File: src/rtl/pwm_breathe_ctrl.sv
// Purpose: breathing-envelope sequencer for one PWM channel (ramp up, hold high, ramp down, hold low).
// Latency: start accepted on a clock edge -> busy and the first period begin the next cycle; duty changes only at period boundaries.
// Backpressure: none; stop is graceful (the running period completes, then IDLE); reset aborts at once.
module pwm_breathe_ctrl #(
    parameter int PERIOD   = 100,
    parameter int DUTY_W   = 8,
    parameter int MAX_DUTY = 100,
    parameter int DUTY_INC = 10,
    parameter int CFG_W    = 4
) (
    input  logic              clk,
    input  logic              rst_n,
    input  logic              start,
    input  logic              stop,
    input  logic              repeat_en,
    input  logic [CFG_W-1:0]  step_cfg,
    input  logic [CFG_W-1:0]  hold_cfg,
    output logic              pwm_out,
    output logic [DUTY_W-1:0] duty_out,
    output logic              period_end,
    output logic              cycle_done,
    output logic              busy
);

    typedef enum logic [2:0] {
        S_IDLE,
        S_RAMP_UP,
        S_HOLD_HIGH,
        S_RAMP_DOWN,
        S_HOLD_LOW
    } state_t;

    localparam logic [DUTY_W-1:0] CNT_LAST = DUTY_W'(PERIOD - 1);
    localparam logic [DUTY_W-1:0] DUTY_MAX = DUTY_W'(MAX_DUTY);
    localparam logic [DUTY_W:0]   INC_X    = (DUTY_W + 1)'(DUTY_INC);
    localparam logic [DUTY_W:0]   MAX_X    = (DUTY_W + 1)'(MAX_DUTY);

    state_t             state, state_n;
    logic [DUTY_W-1:0]  cnt, cnt_n;
    logic [DUTY_W-1:0]  duty, duty_n;
    logic [CFG_W-1:0]   step_cnt, step_cnt_n;
    logic [CFG_W-1:0]   hold_cnt, hold_cnt_n;
    logic               stop_pend, stop_pend_n;
    logic [CFG_W-1:0]   step_q, step_q_n;
    logic [CFG_W-1:0]   hold_q, hold_q_n;
    logic               rep_q, rep_q_n;

    // Duty arithmetic carries one extra bit so the ramp saturates instead of wrapping.
    logic [DUTY_W:0]    duty_x;
    logic [DUTY_W:0]    up_sum;
    logic [DUTY_W-1:0]  duty_up;
    logic [DUTY_W-1:0]  duty_dn;

    // A configured count of 0 behaves like 1 so the envelope always advances.
    logic [CFG_W-1:0]   eff_step;
    logic [CFG_W-1:0]   eff_hold;
    logic [CFG_W-1:0]   step_nxt;
    logic [CFG_W-1:0]   hold_nxt;
    logic               step_hit;
    logic               hold_hit;
    logic               stop_req;

    assign duty_x  = {1'b0, duty};
    assign up_sum  = duty_x + INC_X;
    assign duty_up = (up_sum >= MAX_X) ? DUTY_MAX : up_sum[DUTY_W-1:0];
    assign duty_dn = (duty_x < INC_X) ? '0 : (duty - INC_X[DUTY_W-1:0]);

    assign eff_step = (step_q == '0) ? CFG_W'(1) : step_q;
    assign eff_hold = (hold_q == '0) ? CFG_W'(1) : hold_q;
    assign step_nxt = step_cnt + CFG_W'(1);
    assign hold_nxt = hold_cnt + CFG_W'(1);
    assign step_hit = (step_nxt == eff_step);
    assign hold_hit = (hold_nxt == eff_hold);

    // Outputs are decoded straight from registered state, so they are glitch-free per period.
    assign busy       = (state != S_IDLE);
    assign pwm_out    = busy && (cnt < duty);
    assign period_end = busy && (cnt == CNT_LAST);
    assign duty_out   = duty;
    // A stop seen in the boundary cycle itself is honoured at that boundary.
    assign stop_req   = stop_pend || stop;

    // State register with synchronous active-low reset.
    always_ff @(posedge clk) begin
        if (!rst_n) begin
            state     <= S_IDLE;
            cnt       <= '0;
            duty      <= '0;
            step_cnt  <= '0;
            hold_cnt  <= '0;
            stop_pend <= 1'b0;
            step_q    <= '0;
            hold_q    <= '0;
            rep_q     <= 1'b0;
        end else begin
            state     <= state_n;
            cnt       <= cnt_n;
            duty      <= duty_n;
            step_cnt  <= step_cnt_n;
            hold_cnt  <= hold_cnt_n;
            stop_pend <= stop_pend_n;
            step_q    <= step_q_n;
            hold_q    <= hold_q_n;
            rep_q     <= rep_q_n;
        end
    end

    // Next-state, counters and the cycle_done pulse; everything but start moves only at period_end.
    always_comb begin
        state_n     = state;
        cnt_n       = cnt;
        duty_n      = duty;
        step_cnt_n  = step_cnt;
        hold_cnt_n  = hold_cnt;
        stop_pend_n = stop_pend;
        step_q_n    = step_q;
        hold_q_n    = hold_q;
        rep_q_n     = rep_q;
        cycle_done  = 1'b0;

        if (state == S_IDLE) begin
            cnt_n       = '0;
            duty_n      = '0;
            stop_pend_n = 1'b0;
            // Stop wins over a simultaneous start.
            if (start && !stop) begin
                state_n    = S_RAMP_UP;
                step_cnt_n = '0;
                hold_cnt_n = '0;
                step_q_n   = step_cfg;
                hold_q_n   = hold_cfg;
                rep_q_n    = repeat_en;
            end
        end else begin
            cnt_n = period_end ? '0 : (cnt + DUTY_W'(1));
            if (stop) begin
                stop_pend_n = 1'b1;
            end
            if (period_end) begin
                case (state)
                    S_RAMP_UP: begin
                        if (step_hit) begin
                            step_cnt_n = '0;
                            duty_n     = duty_up;
                            if (duty_up == DUTY_MAX) begin
                                state_n    = S_HOLD_HIGH;
                                hold_cnt_n = '0;
                            end
                        end else begin
                            step_cnt_n = step_nxt;
                        end
                    end
                    S_HOLD_HIGH: begin
                        if (hold_hit) begin
                            hold_cnt_n = '0;
                            step_cnt_n = '0;
                            state_n    = S_RAMP_DOWN;
                        end else begin
                            hold_cnt_n = hold_nxt;
                        end
                    end
                    S_RAMP_DOWN: begin
                        if (step_hit) begin
                            step_cnt_n = '0;
                            duty_n     = duty_dn;
                            if (duty_dn == '0) begin
                                state_n    = S_HOLD_LOW;
                                hold_cnt_n = '0;
                            end
                        end else begin
                            step_cnt_n = step_nxt;
                        end
                    end
                    S_HOLD_LOW: begin
                        if (hold_hit) begin
                            // The envelope did complete here, so the pulse is shown even if a stop is pending.
                            cycle_done = 1'b1;
                            hold_cnt_n = '0;
                            step_cnt_n = '0;
                            duty_n     = '0;
                            state_n    = rep_q ? S_RAMP_UP : S_IDLE;
                        end else begin
                            hold_cnt_n = hold_nxt;
                        end
                    end
                    default: begin
                        state_n = S_IDLE;
                        duty_n  = '0;
                    end
                endcase
                // A pending stop ends the run at this boundary.
                if (stop_req) begin
                    state_n     = S_IDLE;
                    duty_n      = '0;
                    stop_pend_n = 1'b0;
                end
            end
        end
    end

endmodule

File: config.mk
export PLATFORM = sky130hd
export DESIGN_NAME = pwm_breathe_ctrl
export DESIGN_NICKNAME = d
export VERILOG_FILES = /design/src/rtl/pwm_breathe_ctrl.sv
export SDC_FILE = /design/constraint.sdc
export NUM_CORES = 1
export LEC_CHECK = 0
export CAP_MARGIN = 15
export CORE_UTILIZATION = 58
export DETAILED_ROUTE_END_ITERATION = 8
export GPL_TIMING_DRIVEN = 0
export PLACE_DENSITY = 0.8
export SKIP_CTS_REPAIR_TIMING = 1
export SLEW_MARGIN = 15
export SYNTH_ARGS = -nofsm -noshare
export SYNTH_HDL_FRONTEND = slang
export SYNTH_SLANG_ARGS = --single-unit
File: constraint.sdc
create_clock -name clk -period 2.57 [get_ports clk]
set_input_delay 0.257 -clock clk [delete_from_list [all_inputs] [get_ports clk]]
set_output_delay 0.257 -clock clk [all_outputs]
set_load 0.02 [all_outputs]
==> Implementation_results.wiki, run 1 <==
{| class="wikitable"
! Metric !! Value
|-
| Overall die area || 4800 sq um
|-
| Proportion of layout cells with a drive suffix above 1 || 0.162
|-
| FF-to-FF path depth || 8
|-
| Accumulated negative setup slack || -0.00329 ns
|-
| Worst slew margin relative to its limit || 0.560
|-
| Wire length of the first global-routing pass || 10300 microns
|-
| Internal power || 1.05 mW
|-
| Weighted congestion at the end of routability-driven global placement || 0.923
|-
| Switch share || 0.238
|-
| Share of the core filled with cells || 0.749
|-
| Fraction of post-synthesis cell area in the top cell type by area || 0.282
|-
| Max Buffers Root-to-Sink || 2
|-
| Pre-CTS setup slack || -0.326 ns
|-
| Worst path required time || 2.31 ns
|-
| Distinct cells, synth || 70
|-
| Inserted Diodes || 0
|-
| Final routed wirelength across all metal layers || 6650 microns
|-
| Min-Delay Endpoint || cnt[0]
|-
| Filler cell count || 310
|-
| Total congestion overflow || 0
|-
| Avg Cell Area, Syn || 8.13 sq um
|-
| Initial antenna violation count || 0
|-
| Instance count on the critical path || 5
|-
| Worst-Skew Late Latency || 0.29 ns
|-
| Post-DP HPWL || 4640 microns
|-
| Register-to-register setup slack || -0.003 ns
|-
| Post-synth top flop || sky130_fd_sc_hd__dfxtp_1
|-
| Final critical-path required period || 2.57 ns
|-
| CTS Root Cell || sky130_fd_sc_hd__clkbuf_8
|-
| Synthesized instance count || 323
|-
| End of the worst register-to-register path || step_cnt[1]
|-
| Post-route worst hold slack || 0.465 ns
|-
| DIE WIDTH || 69.3 microns
|-
| Slowest cell on the critical path || sky130_fd_sc_hd__or4_4
|-
| Leakage || 1.26 nW
|-
| Clk network pwr share || 0.445
|-
| Transition time of the tightest slew-check pin || 0.657 ns
|-
| Crit-path cells || ha_4 -> or3b_1 -> or4_4 -> nor4_2 -> buf_2
|-
| Commonest non-fill, non-tap cells in the layout || 33 x sky130_fd_sc_hd__dfxtp_1, 25 x sky130_fd_sc_hd__nor2_1, 24 x sky130_fd_sc_hd__nand2_1, 21 x sky130_fd_sc_hd__clkdlybuf4s50_1, 19 x sky130_fd_sc_hd__a21oi_1
|-
| Vias || 2624
|-
| Number of enable-type register cells in the synthesized netlist || 0
|-
| Final worst setup slack || -0.00329 ns
|-
| Number of top-level pins || 25
|-
| Number of design-rule violations left by the first detailed-router iteration || 270
|-
| CP max stage delay || 0.57 ns
|-
| Setup repair after global routing missed its margin || yes
|-
| Most common cell after layout, fill and taps aside || sky130_fd_sc_hd__dfxtp_1
|-
| IO Port Bufs || 24
|-
| Maximum capacitance violations || 0
|-
| TritonCTS clock tree || done
|-
| DIE HEIGHT || 69.3 microns
|-
| Worst Path Max Fanout || 5
|-
| Yosys synthesis warning count || 0
|-
| Initial core utilization || 0.603
|-
| Via/cell ratio || 6.31
|-
| Vias in the first global route || 2321
|-
| Relative area change from synthesis to final layout || 24.1%
|-
| Largest net degree at the start of global routing || 13
|-
| Run status || finished with violations
|-
| Clock sink count || 37
|-
| TritonCTS buffer count || 5
|-
| Combined area of all synthesized cells || 2630 sq um
|-
| Core area || 4350 sq um
|-
| Global-route usage over all layers || 0.265
|-
| Sum of internal, switching and leakage power || 1.38 mW
|-
| Total setup violations reported at the end of the flow || 1
|-
| Sequential power share || 0.431
|-
| Number of routed nets with antenna violations || 0
|-
| Cell types with the largest area share after synthesis || sky130_fd_sc_hd__dfxtp_1 28%, sky130_fd_sc_hd__ha_1 5.7%, sky130_fd_sc_hd__nor2b_1 4.0%
|-
| Kind of capture point of the worst setup path || output pin
|-
| Pre-antenna DRT Iters || 6
|-
| Worst-case clock skew || 0.00778 ns
|-
| Final Hold Violating Endpoints || 0
|-
| Period utilization || 1.00
|-
| Startpoint-to-endpoint class of the critical path || reg2out
|-
| Clock slew seen by the registers of the worst setup and hold paths || 0.08 ns
|-
| Arrival @ worst endpoint || 2.32 ns
|-
| Upper clock frequency limit || 389 MHz
|-
| Power Dens Cells || 422 nW/um^2
|-
| Max-slew violation count || 0
|-
| Violated checks || negative setup slack
|-
| Remaining design rule violation count || 0
|-
| Worst hold start || cnt[0]
|-
| Syn nets || 348
|-
| H-tree depth reported by CTS || 2
|-
| Count of buffer and inverter cells on the critical path || 1
|-
| Class of the most critical hold timing path || reg2reg
|-
| Depth of the worst hold-timing path || 1
|-
| Critical R2R Launch || cnt[1]
|-
| Share of flip-flops with an asynchronous set or reset || 0
|-
| Cell taking the most area after synthesis || sky130_fd_sc_hd__dfxtp_1
|-
| Delay-heaviest family, CP || simple AND/OR/NAND/NOR gates
|-
| Total number of nets in the final design || 388
|-
| Startpoint kind of the worst setup timing path || flop
|-
| Sequential cell area fraction in the yosys report || 0.282
|-
| Count of standard-cell rows || 24
|-
| WL/cell || 16.0 microns
|-
| Net load switching power || 0.328 mW
|-
| Fraction of power consumed by combinational cells || 0.124
|-
| Largest voltage drop on the vdd net || 0.000458 V
|-
| Register bit total from synthesis || 37
|}
[logic make-up after synthesis]
| logic type | synth area share |
|---|---|
| fa+ha+maj | 0.0572 |
| xor+xnor | 0.0567 |
| compound gates | 0.224 |
| flops | 0.282 |
| buf+inv | 0.0505 |
| mux | 0.0343 |
| simple gates | 0.295 |
[per-layer routing]
metal / GRT usage / wire length [microns] / up-vias
met5: 0 / 0 / -
met4: 0.102 / 131 / 0
met3: 0.0363 / 382 / 17
met2: 0.482 / 3430 / 113
met1: 0.312 / 2710 / 1238
li1: - / - / 1256
[worst max path at each step]
| stage | from | to | slack, ns |
|---|---|---|---|
| 2_1_floorplan | cnt[0] | duty_out[7] | 0.09 |
| 3_3_place_gp | duty_out[2] | duty_out[4] | -0.41 |
| 3_5_place_dp | duty_out[2] | duty_out[4] | -0.33 |
| 4_1_cts | cnt[0] | cycle_done | -0.52 |
| 5_1_grt | cnt[1] | step_cnt[1] | -0.08 |
| 6_report | cnt[1] | cycle_done | -0.003 |
[state kept, by name, indices dropped and copies added, names as in the netlist]
name and cells:
cnt 8, duty_out 8, hold_cnt 4, hold_q 4, step_cnt 4, step_q 4
state 3, rep_q 1, stop_pend 1
[cell type report]
type,instances,area (sq um),share of cell area
multi-input cells,259,1850,0.569
flip-flops and latches,37,751,0.230
repair buffers,33,312,0.0956
plain buffers,15,100,0.0307
clock buffers,5,68.8,0.0211
clock inverters,3,65.1,0.0200
well taps,52,65.1,0.0200
inverters,12,45.0,0.0138
[power groups by stage]
stage	combinational, mW	clock [mW]	sequential, mW
after floorplan	0.105	0	0.605
after global placement	0.148	0	0.607
after detailed placement	0.151	0	0.608
after CTS	0.152	0.621	0.594
after global routing	0.183	0.638	0.595
final	0.170	0.612	0.593
[stage by stage]
stage          cells  cell area [sq um]
3_3_place_gp     399               2930
4_1_cts          407               3070
2_1_floorplan    323               2630
5_1_grt          416               3260
3_5_place_dp     399               2930
6_report         416               3260
[synthesized netlist by cell type, types with 2 or more instances]
cell                       count
sky130_fd_sc_hd__a21boi_1      4
sky130_fd_sc_hd__a21o_1        4
sky130_fd_sc_hd__a21oi_1      19
sky130_fd_sc_hd__a31oi_1       7
sky130_fd_sc_hd__and3_1        2
sky130_fd_sc_hd__and3_2        2
sky130_fd_sc_hd__buf_6         4
sky130_fd_sc_hd__clkbuf_1      9
sky130_fd_sc_hd__dfxtp_1      37
sky130_fd_sc_hd__ha_1         12
sky130_fd_sc_hd__inv_1        11
sky130_fd_sc_hd__mux2i_1       9
sky130_fd_sc_hd__nand2_1      24
sky130_fd_sc_hd__nand2b_1      3
sky130_fd_sc_hd__nand3_1      11
sky130_fd_sc_hd__nand3b_1      5
sky130_fd_sc_hd__nand4_1       5
sky130_fd_sc_hd__nor2_1       25
sky130_fd_sc_hd__nor2b_1      17
sky130_fd_sc_hd__nor3_1        5
sky130_fd_sc_hd__nor3b_1       2
sky130_fd_sc_hd__nor4_1        5
sky130_fd_sc_hd__nor4b_1       2
sky130_fd_sc_hd__o211ai_1      4
sky130_fd_sc_hd__o21a_1        3
sky130_fd_sc_hd__o21ai_0       8
sky130_fd_sc_hd__o21ai_1      12
sky130_fd_sc_hd__o221a_1       2
sky130_fd_sc_hd__o31ai_1       5
sky130_fd_sc_hd__or2_1         4
sky130_fd_sc_hd__or2_2         3
sky130_fd_sc_hd__or3_1         5
sky130_fd_sc_hd__xnor2_1      12
sky130_fd_sc_hd__xor2_1        5
Note: power is estimated with default switching activity, not from simulation.
==> run 2, diff against run 1 <==
Settings changed: CTS_BUF_LIST from default to sky130_fd_sc_hd__clkbuf_4 sky130_fd_sc_hd__clkbuf_8 sky130_fd_sc_hd__clkbuf_16, HOLD_SLACK_MARGIN from default to 0.08.
==> results of run 2 <==
The final DEF is identical to that of run 1; final timing and power are the same.
==> run 3, diff against run 2 <==
--- a/config.mk
+++ b/config.mk
@@ -11,2 +11,3 @@
 export DETAILED_ROUTE_END_ITERATION = 8
+export GPL_ROUTABILITY_DRIVEN = 0
 export GPL_TIMING_DRIVEN = 0
==> constraint.sdc (replaced) <==
create_clock -name clk -period 2.57 [get_ports clk]
set_input_delay 0.514 -clock clk [delete_from_list [all_inputs] [get_ports clk]]
set_output_delay 0.514 -clock clk [all_outputs]
set_load 0.02 [all_outputs]
==> run 3 against run 2 <==
Effect of this change:
- the run still ends with negative setup slack left
- sequential power is 0.7% higher
- maximum frequency is 5.0% lower
- non-clock buffer count is 5 higher
- flip-flop and latch count stayed put
- final area is 2.6% higher
==> Implementation_results.wiki, run 3 (synthesis results as in run 1) <==
{| class="wikitable"
! Metric !! Value
|-
| Run status || finished with violations (unchanged)
|-
| Violated checks || negative setup slack (unchanged)
|-
| Global-route usage over all layers || 0.276 (was 0.265)
|-
| Number of design-rule violations left by the first detailed-router iteration || 377 (was 270)
|-
| Via/cell ratio || 6.46 (was 6.31)
|-
| Vias || 2720 (was 2624)
|-
| Final routed wirelength across all metal layers || 7350 microns (was 6650 microns)
|-
| Clock slew seen by the registers of the worst setup and hold paths || 0.08 ns (about the same)
|-
| Remaining design rule violation count || 0 (unchanged)
|-
| Worst path required time || 2.81 ns (was 2.31 ns)
|-
| IO Port Bufs || 24 (unchanged)
|-
| Setup repair after global routing missed its margin || yes (unchanged)
|-
| Power Dens Cells || 395 nW/um^2 (was 422 nW/um^2)
|-
| Final Hold Violating Endpoints || 0 (unchanged)
|-
| Worst-case clock skew || 0.00572 ns (was 0.00778 ns)
|-
| Total setup violations reported at the end of the flow || 8 (was 1)
|-
| Sum of internal, switching and leakage power || 1.32 mW (was 1.38 mW)
|-
| Accumulated negative setup slack || -0.495 ns (was -0.00329 ns)
|-
| Total congestion overflow || 0 (unchanged)
|-
| Initial antenna violation count || 0 (unchanged)
|-
| Class of the most critical hold timing path || reg2reg (unchanged)
|-
| Share of the core filled with cells || 0.768 (was 0.749)
|-
| H-tree depth reported by CTS || 2 (unchanged)
|-
| Relative area change from synthesis to final layout || 27.3% (was 24.1%)
|-
| Transition time of the tightest slew-check pin || 0.557 ns (was 0.657 ns)
|-
| Number of top-level pins || 25 (unchanged)
|-
| TritonCTS buffer count || 5 (unchanged)
|-
| DIE HEIGHT || 69.3 microns (unchanged)
|-
| Inserted Diodes || 0 (unchanged)
|-
| WL/cell || 17.5 microns (was 16.0 microns)
|-
| Final critical-path required period || 2.71 ns (was 2.57 ns)
|-
| Period utilization || 1.05 (was 1.00)
|-
| Max Buffers Root-to-Sink || 2 (unchanged)
|-
| Proportion of layout cells with a drive suffix above 1 || 0.211 (was 0.162)
|-
| DIE WIDTH || 69.3 microns (unchanged)
|-
| Wire length of the first global-routing pass || 10800 microns (was 10300 microns)
|-
| CTS Root Cell || sky130_fd_sc_hd__clkbuf_8 (unchanged)
|-
| Startpoint-to-endpoint class of the critical path || reg2reg (was reg2out)
|-
| Worst slew margin relative to its limit || 0.629 (was 0.560)
|-
| Kind of capture point of the worst setup path || flop (was output pin)
|-
| Upper clock frequency limit || 369 MHz (was 389 MHz)
|-
| FF-to-FF path depth || 8 (unchanged)
|-
| Pre-antenna DRT Iters || 8 (was 6)
|-
| Worst-Skew Late Latency || 0.30 ns (was 0.29 ns)
|-
| Worst setup startpoint || cnt[0] (was cnt[1])
|-
| Core area || 4350 sq um (unchanged)
|-
| Total number of nets in the final design || 393 (was 388)
|-
| End of the critical path || state[0] (was cycle_done)
|-
| Arrival @ worst endpoint || 2.95 ns (was 2.32 ns)
|-
| Leakage || 1.27 nW (was 1.26 nW)
|-
| Most common cell after layout, fill and taps aside || sky130_fd_sc_hd__dfxtp_1 (unchanged)
|-
| Largest net degree at the start of global routing || 12 (was 13)
|-
| Clock sink count || 37 (unchanged)
|-
| Count of standard-cell rows || 24 (unchanged)
|-
| Post-route worst hold slack || 0.469 ns (was 0.465 ns)
|-
| Critical R2R Launch || cnt[0] (was cnt[1])
|-
| TritonCTS clock tree || done (unchanged)
|-
| End of the worst register-to-register path || state[0] (was step_cnt[1])
|-
| Final worst setup slack || -0.137 ns (was -0.00329 ns)
|-
| Worst Path Max Fanout || 5 (unchanged)
|-
| Startpoint kind of the worst setup timing path || flop (unchanged)
|-
| Vias in the first global route || 2320 (was 2321)
|-
| Overall die area || 4800 sq um (unchanged)
|-
| Register-to-register setup slack || -0.14 ns (was -0.003 ns)
|-
| Maximum capacitance violations || 0 (unchanged)
|-
| Largest voltage drop on the vdd net || 0.000308 V (was 0.000458 V)
|-
| Total placed instance area || 2940 sq um (was 2930 sq um)
|-
| Max-slew violation count || 0 (unchanged)
|-
| Summed area of non-filler cells in the final layout || 3340 sq um (was 3260 sq um)
|-
| Initial core utilization || 0.603 (unchanged)
|-
| Post-DP HPWL || 4710 microns (was 4640 microns)
|-
| Number of routed nets with antenna violations || 0 (unchanged)
|-
| Commonest non-fill, non-tap cells in the layout || 33 x sky130_fd_sc_hd__dfxtp_1, 25 x sky130_fd_sc_hd__nor2_1, 24 x sky130_fd_sc_hd__nand2_1, 21 x sky130_fd_sc_hd__clkdlybuf4s50_1, 18 x sky130_fd_sc_hd__a21oi_1 (was 33 x sky130_fd_sc_hd__dfxtp_1, 25 x sky130_fd_sc_hd__nor2_1, 24 x sky130_fd_sc_hd__nand2_1, 21 x sky130_fd_sc_hd__clkdlybuf4s50_1, 19 x sky130_fd_sc_hd__a21oi_1)
|}
-- run 3: changes by cell type in the layout (fill, tap and decap cells not counted), moves of 2 or more --
| cell | delta |
|---|---|
| sky130_fd_sc_hd__nor4_2 | -2 |
| sky130_fd_sc_hd__buf_4 | +7 |
| sky130_fd_sc_hd__a21boi_2 | +2 |
| sky130_fd_sc_hd__a21boi_1 | -2 |
| sky130_fd_sc_hd__dlymetal6s2s_1 | -2 |
| sky130_fd_sc_hd__clkbuf_1 | -2 |
| sky130_fd_sc_hd__buf_6 | +2 |
-- run 3: layout make-up --
| cell class | instances | area [sq um] |
|---|---|---|
| Inverter | 12 | 45.0 |
| Fill cell | 327 | 1010 |
| Tap cell | 52 | 65.1 |
| Timing Repair Buffer | 38 | 349 |
| Clock buffer | 7 | 90.1 |
| Clock inverter | 1 | 30.0 |
| Sequential cell | 37 | 748 |
| Multi-Input combinational cell | 259 | 1910 |
| Buffer | 15 | 106 |
-- run 3: worst max-delay path: stages, from the launching register on --
cell and delay [ns]:
sky130_fd_sc_hd__dfxtp_4 0.39, sky130_fd_sc_hd__ha_4 0.14, sky130_fd_sc_hd__or3b_1 0.34, sky130_fd_sc_hd__or4_4 0.58, sky130_fd_sc_hd__o21ai_4 0.24, sky130_fd_sc_hd__o21a_1 0.18, sky130_fd_sc_hd__o211ai_1 0.21, sky130_fd_sc_hd__or3_1 0.45
sky130_fd_sc_hd__a21boi_2 0.12
-- run 3: worst min path at each step --
stage	start	end	slack (ns)	cells after the start
6_report	cnt[0]	cnt[0]	0.47	1
5_1_grt	cnt[0]	cnt[0]	0.48	1
4_1_cts	cnt[0]	cnt[0]	0.49	1
3_5_place_dp	cnt[0]	cnt[0]	0.47	1
3_3_place_gp	cnt[0]	cnt[0]	0.46	1
2_1_floorplan	cnt[0]	cnt[0]	0.43	1
-- run 3: stage by stage --
stage | cells | worst slack, ns
6_report | 421 | -0.137
5_1_grt | 421 | -0.191
4_1_cts | 407 | -0.682
3_5_place_dp | 399 | -0.339
3_3_place_gp | 399 | -0.334
2_1_floorplan | 323 | 0.0870
-- run 3: routing by layer --
layer | share of wire | GRT usage | wire length, microns
met5 | 0 | 0 | 0
met2 | 0.47 | 0.438 | 3440
met4 | 0.036 | 0.0998 | 267
met1 | 0.42 | 0.375 | 3110
met3 | 0.073 | 0.0509 | 537
-- run 3: report_power, final --
| part | internal (mW) | total [mW] | switching, mW | leakage, nW |
|---|---|---|---|---|
| clock | 0.327 | 0.547 | 0.220 | 0.0619 |
| combinational | 0.0831 | 0.178 | 0.0949 | 0.906 |
| sequential | 0.583 | 0.597 | 0.0141 | 0.302 |
